$ cat config.mk
export PLATFORM = sky130hd
export DESIGN_NAME = buscaminas_neighbor_counter
export DESIGN_NICKNAME = d
export VERILOG_FILES = /design/src/rtl/buscaminas_pkg.sv /design/src/rtl/buscaminas_neighbor_addr.sv /design/src/rtl/buscaminas_neighbor_counter.sv
export SDC_FILE = /design/constraint.sdc
export NUM_CORES = 1
export LEC_CHECK = 0
export BUFFER_PORTS_ARGS = -buffer_cell sky130_fd_sc_hd__buf_2
export CAP_MARGIN = 20
export CORE_UTILIZATION = 55
export DETAILED_ROUTE_END_ITERATION = 7
export GPL_TIMING_DRIVEN = 0
export MAX_ROUTING_LAYER = met4
export PLACE_DENSITY = 0.86
export SYNTH_ARGS = -nofsm -noshare
export SYNTH_HDL_FRONTEND = slang
export SYNTH_SLANG_ARGS = --single-unit
$ cat constraint.sdc
create_clock -name clk -period 3.45 [get_ports clk]
set_clock_uncertainty 0.1 [all_clocks]
set_input_delay 0.345 -clock clk [delete_from_list [all_inputs] [get_ports clk]]
set_output_delay 0.345 -clock clk [all_outputs]
set_load 0.02 [all_outputs]
$ cat src/rtl/buscaminas_pkg.sv
// Shared types and constants for the minesweeper neighbour scanner.
// Holds the FSM state set and the neighbour offset tables.
package buscaminas_pkg;

  typedef enum logic [2:0] {
    IDLE,
    CHECK,
    EVAL,
    N_ADDR,
    N_DATA,
    WRITE,
    DONE
  } bm_state_t;

  localparam logic [3:0] CNT_BOMB = 4'hF;
  localparam logic [2:0] NB_LAST  = 3'd7;

  // Row/col offsets of the 8 neighbours, row-major around the cell.
  localparam logic signed [1:0] NB_DR [8] = '{
    -2'sd1, -2'sd1, -2'sd1,
     2'sd0,          2'sd0,
     2'sd1,  2'sd1,  2'sd1
  };
  localparam logic signed [1:0] NB_DC [8] = '{
    -2'sd1,  2'sd0,  2'sd1,
    -2'sd1,          2'sd1,
    -2'sd1,  2'sd0,  2'sd1
  };

endpackage

$ cat src/rtl/buscaminas_neighbor_addr.sv
// Neighbour address generator: cell + offset[idx], with a board range flag.
// Negative results wrap to large unsigned values and fail the range test.
module buscaminas_neighbor_addr
  import buscaminas_pkg::*;
#(
  parameter int ROWS = 8,
  parameter int COLS = 8,
  parameter int RW   = $clog2(ROWS),
  parameter int CW   = $clog2(COLS)
) (
  input  logic [RW-1:0] row,
  input  logic [CW-1:0] col,
  input  logic [2:0]    idx,
  output logic [RW-1:0] n_row,
  output logic [CW-1:0] n_col,
  output logic          in_range
);

  logic signed [1:0] dr;
  logic signed [1:0] dc;
  logic [RW:0]       r_ext;
  logic [CW:0]       c_ext;

  // One extra bit lets -1 and +max both land above the board limit.
  always_comb begin
    dr       = NB_DR[idx];
    dc       = NB_DC[idx];
    r_ext    = {1'b0, row} + {{RW{dr[1]}}, dr[0]};
    c_ext    = {1'b0, col} + {{CW{dc[1]}}, dc[0]};
    in_range = (r_ext <= (RW+1)'(ROWS-1))
            && (c_ext <= (CW+1)'(COLS-1));
    n_row    = r_ext[RW-1:0];
    n_col    = c_ext[CW-1:0];
  end

endmodule

$ cat src/rtl/buscaminas_neighbor_counter.sv
// Board scanner: writes each cell's neighbour bomb count (or a bomb
// marker) into the count memory, walking the bomb map in row-major order.
module buscaminas_neighbor_counter
  import buscaminas_pkg::*;
#(
  parameter int ROWS = 8,
  parameter int COLS = 8,
  parameter int RW   = $clog2(ROWS),
  parameter int CW   = $clog2(COLS),
  parameter int TW   = $clog2(ROWS*COLS+1)
) (
  input  logic          clk,
  input  logic          rst,
  input  logic          start,
  output logic [RW-1:0] bomb_rd_row,
  output logic [CW-1:0] bomb_rd_col,
  input  logic          bomb_rd_data,
  output logic          cnt_we,
  output logic [RW-1:0] cnt_row,
  output logic [CW-1:0] cnt_col,
  output logic [3:0]    cnt_data,
  output logic          busy,
  output logic          ultima_casilla,
  output logic          done,
  output logic [TW-1:0] bombs_total
);

  localparam logic [RW-1:0] ROW_MAX = RW'(ROWS-1);
  localparam logic [CW-1:0] COL_MAX = CW'(COLS-1);
  localparam logic [TW-1:0] TOTAL   = TW'(ROWS*COLS);

  bm_state_t     state;
  logic [RW-1:0] row;
  logic [CW-1:0] col;
  logic [2:0]    idx;
  logic [3:0]    acc;
  logic [3:0]    acc_sum;
  logic [RW-1:0] n_row;
  logic [CW-1:0] n_col;
  logic          in_range;
  logic [RW-1:0] nxt_row;
  logic [CW-1:0] nxt_col;
  logic          nxt_last;
  logic          last_cell;

  buscaminas_neighbor_addr #(
    .ROWS (ROWS),
    .COLS (COLS),
    .RW   (RW),
    .CW   (CW)
  ) u_addr (
    .row      (row),
    .col      (col),
    .idx      (idx),
    .n_row    (n_row),
    .n_col    (n_col),
    .in_range (in_range)
  );

  // Next cell in row-major order and end-of-board detection.
  always_comb begin
    if (col == COL_MAX) begin
      nxt_col = '0;
      nxt_row = row + 1'b1;
    end else begin
      nxt_col = col + 1'b1;
      nxt_row = row;
    end
    nxt_last  = (nxt_row == ROW_MAX) && (nxt_col == COL_MAX);
    last_cell = (row == ROW_MAX) && (col == COL_MAX);
    acc_sum   = acc + {3'b000, bomb_rd_data};
  end

  // Read address only driven for the cell itself or an in-board neighbour.
  always_comb begin
    bomb_rd_row = '0;
    bomb_rd_col = '0;
    if (state == CHECK) begin
      bomb_rd_row = row;
      bomb_rd_col = col;
    end else if (state == N_ADDR && in_range) begin
      bomb_rd_row = n_row;
      bomb_rd_col = n_col;
    end
  end

  // Scan FSM with registered write port and status outputs.
  always_ff @(posedge clk) begin
    if (rst) begin
      state          <= IDLE;
      row            <= '0;
      col            <= '0;
      idx            <= '0;
      acc            <= '0;
      cnt_we         <= 1'b0;
      cnt_row        <= '0;
      cnt_col        <= '0;
      cnt_data       <= '0;
      busy           <= 1'b0;
      ultima_casilla <= 1'b0;
      done           <= 1'b0;
      bombs_total    <= '0;
    end else begin
      unique case (state)
        IDLE: begin
          if (start) begin
            row         <= '0;
            col         <= '0;
            bombs_total <= '0;
            busy        <= 1'b1;
            state       <= CHECK;
          end
        end
        CHECK: state <= EVAL;
        EVAL: begin
          if (bomb_rd_data) begin
            if (bombs_total != TOTAL)
              bombs_total <= bombs_total + 1'b1;
            cnt_data <= CNT_BOMB;
            cnt_row  <= row;
            cnt_col  <= col;
            cnt_we   <= 1'b1;
            state    <= WRITE;
          end else begin
            acc   <= '0;
            idx   <= '0;
            state <= N_ADDR;
          end
        end
        N_ADDR: begin
          if (in_range) begin
            state <= N_DATA;
          end else if (idx == NB_LAST) begin
            cnt_data <= acc;
            cnt_row  <= row;
            cnt_col  <= col;
            cnt_we   <= 1'b1;
            state    <= WRITE;
          end else begin
            idx <= idx + 1'b1;
          end
        end
        N_DATA: begin
          acc <= acc_sum;
          if (idx == NB_LAST) begin
            cnt_data <= acc_sum;
            cnt_row  <= row;
            cnt_col  <= col;
            cnt_we   <= 1'b1;
            state    <= WRITE;
          end else begin
            idx   <= idx + 1'b1;
            state <= N_ADDR;
          end
        end
        WRITE: begin
          cnt_we <= 1'b0;
          if (last_cell) begin
            ultima_casilla <= 1'b0;
            done           <= 1'b1;
            state          <= DONE;
          end else begin
            row            <= nxt_row;
            col            <= nxt_col;
            ultima_casilla <= nxt_last;
            state          <= CHECK;
          end
        end
        DONE: begin
          done  <= 1'b0;
          busy  <= 1'b0;
          state <= IDLE;
        end
        default: state <= IDLE;
      endcase
    end
  end

endmodule

==> flow_summary_export.csv <==
group,metric,value,unit
run_status,status,"completed",
grt,grt_pass1_wl,8850,µm
die,fp.dieH,67.6,µm
final_layout,regArea,743,µm²
synthesis,synthMuxAreaShare,1.69,%
route,wl_per_cell,16.0,µm
cts,cts_tree,"done",
critical_path,max_stage_delay,0.37,ns
sta,setup_viol,0,
synthesis,synth_edf_count,0,
hold_path,hold_class,"in2reg",
route,wl_met2,3090,µm
placed_design,hpwl,3970,µm
synthesis,async_flop_share,0,%
critical_path,cp_top_family,"compound AO/OA/AOI/OAI gates",
grt,grt_max_degree,11,
critical_path,cp_data_arrival_time,3.00,ns
placed_design,gp_congestion,0.910,
critical_path,critical_path_class,"reg2out",
critical_path,slowest_stage,"dfxtp_2",
final_layout,final_cells,374,
synthesis,synth_adder_area_share,12.8,%
route,drc,0,
synthesis,synth_area_leaders,"dfxtp_1 (31%), ha_1 (11%), a21oi_1 (5.1%)",
grt,grt_usage,26.8,%
route,dr.pass1.iters,4,
synthesis,synth_top_family_by_area,"simple AND/OR/NAND/NOR gates",
synthesis,synth_cells,286,
job,cap_violations,0,
synthesis,synth-seq-cells,37,
final_layout,multi_input_area,1530,µm²
sta,layout_min_cycle_time,3.44,ns
cts,cts_sinks,37,
critical_path,cp_num_buf_inv,4,
die,num_io_pins,31,
final_layout,final_layout_size_suffix_gt1_share,20.7,%
synthesis,yosys.area_share.xor_xnor,4.12,%
power_and_ir_drop,swShare,29.0,%
sta,worst_pin_slew,0.790,ns
power_and_ir_drop,seqPwrFrac,49.2,%
critical_path,crit_chain,"inv_2 -> ha_4 -> nor2_2 -> a21o_4 -> ha_4 -> a21o_1 -> a21oi_4 -> xnor2_4 -> or3_1 -> buf_4 -> buf_6 -> o21ai_1 -> buf_4",
grt,grt_pass1_vias,2040,
route,wl_met3,290,µm
die,rows,23,
synthesis,avgSynthCellArea,8.29,µm²
cts,numCtsBuffers,5,
synthesis,netlist.area_leader.share,31.3,%
synthesis,yosys.area.top_type,"dfxtp_1",
synthesis,synth_nets,313,
synthesis,ys_seq_area_share,31.3,%
power_and_ir_drop,ir_drop,240,µV
power_and_ir_drop,power_leakage,0.00114,µW
die,chipWidth,67.6,µm
route,drt_iter0_markers,107,
sta,maxSlewHeadroom,47.2,%
sta,whs,0.303,ns
synthesis,synth.distinct_cells,53,
power_and_ir_drop,intPower,647,µW
critical_path,cp.required,3.00,ns
power_and_ir_drop,power_density,332,nW/µm²
sta,hold_violations,0,
sta,period_share,99.7,%
cts,root_buffer,"clkbuf_8",
sta,fmax,291,MHz
final_layout,num_antenna_cells,0,
final_layout,layout.nets,351,
synthesis,ys_top_cells_by_count,"dfxtp_1 (37), nand2_1 (27), a21oi_1 (24), nor2_1 (24), ha_1 (21)",
die,initial_core_util,58.4,%
route,wirelength_met1,2400,µm
die,coreArea,4060,µm²
cts,cts_max_path_buffers,2,
die,fp.dieArea,4580,µm²
critical_path,cp-start-kind,"register",
synthesis,ys.warnings.count,0,
synthesis,synth-simple-area-share,23.0,%
route,routed_via_density,6.06,
grt,antenna_found_initial,0,
power_and_ir_drop,switchingPower,264,µW
route,wl,5980,µm
synthesis,synth_most_common_cell,"dfxtp_1",
final_layout,fillers,335,
final_layout,synthToLayoutAreaGrowth,15.7,%
placed_design,dp.cells,365,
synthesis,synth-compound-area-share,20.7,%
power_and_ir_drop,combPwrFrac,16.6,%
critical_path,crit_path_max_fanout,10,
power_and_ir_drop,power_frac_clock,34.2,%
cts,clock_latency,0.30,ns
grt,overflow,0,
synthesis,synth_area,2370,µm²
cts,h-tree-depth,2,
cts,clk_pin_slew,0.07,ns
route,dr.max_layer_used,"met4",
sta,maxSlewViolCount,0,
route,antenna_left,0,
route,route.vias.total,2266,
placed_design,io_buffers,29,
synthesis,synth_top_flop_cell,"dfxtp_1",
critical_path,worstSetupEndpointType,"output pin",
## state kept, by name (all words and copies together), names as in the netlist
signal / count
bombs_total: 7
acc: 4
cnt_data: 4
cnt_col: 3
cnt_row: 3
col: 3
idx: 3
row: 3
state: 3
busy: 1
cnt_we: 1
done: 1
ultima_casilla: 1
## cell families (layout without fill, tap and decap cells)
family | after synthesis | count (layout)
AOI/OAI and AO/OA | 76 | 76
xor gates and xnor gates | 9 | 9
adders and majority gates | 23 | 23
buffers and inverters | 31 | 69
DFF | 37 | 37
muxes | 4 | 4
and+or+nand+nor | 106 | 106
## layout make-up
class,count,share of cell area (%)
clock buffer,7,3.15
multi-input combinational,218,55.8
tap,50,2.28
buffer,15,3.47
sequential,37,27.1
inverter,16,2.19
timing repair buffer,31,6.02
## cells in the final DEF, fill, tap and decap left out, types with 3 or more instances in the layout
cell type / count
clkbuf_1: 7
ha_1: 18
nand3_1: 13
a22oi_1: 5
buf_2: 30
o22ai_1: 4
dfxtp_1: 35
ha_4: 3
nand2b_1: 6
inv_1: 14
nor2_1: 24
o21ai_1: 4
buf_4: 5
nor3_1: 5
a21oi_1: 23
nand4_1: 5
xnor2_1: 5
mux2i_1: 4
or3_1: 3
nand2_1: 27
nor3b_1: 5
buf_6: 4
clkbuf_8: 6
o21ai_0: 16
## final timing paths
check | from | to | slack, ns | cells past startpoint
setup / recovery | idx[1] | bomb_rd_col[2] | 0.01 | 13
hold / removal | start | state[0] | 0.30 | 3
setup reg to reg | idx[1] | cnt_col[1] | 0.66 | 13
hold reg to reg | cnt_data[3] | cnt_data[3] | 0.35 | 2
## through the flow
| step | setup WS, ns | cell area [µm²] | util, % | power [µW] | TNS (ns) |
|---|---|---|---|---|---|
| after global routing | -0.0575 | 2740 | 67.6 | 943 | -0.188 |
| after CTS | 0.000487 | 2680 | 66.0 | 910 | 0 |
| final | 0.00980 | 2740 | 67.6 | 911 | 0 |
| after global placement | 0.242 | 2580 | 63.5 | 600 | 0 |
| after floorplan | 0.342 | 2370 | - | 565 | 0 |
| after detailed placement | 0.193 | 2580 | 63.5 | 603 | 0 |
## repair_timing
action / CTS / global route
resized for setup: 4 / 10
endpoints found under the setup margin: 4 / 4
hold endpoints to repair: 0 / 0
hold buffers: 0 / 0
pin swaps: 1 / 2
setup buffers: 1 / 1
## worst min-delay path: stages
cell	delay (ns)
buf_2	0.11
o41ai_1	0.10
a21oi_1	0.11
## routing by layer
layer  GRT usage (%)  vias to the layer above
met3            4.05                       22
met1            28.3                     1088
li1                -                     1087
met4            13.8                        0
met5               -                        -
met2            47.8                       69
## power by group through the flow
stage | Clock [µW] | Sequential [µW] | Combinational (µW)
after floorplan | 0 | 467 | 97.5
final | 311 | 448 | 151
after detailed placement | 0 | 458 | 146
after global routing | 330 | 449 | 165
after CTS | 314 | 448 | 148
after global placement | 0 | 457 | 142
(Power assumes the default switching activity.)
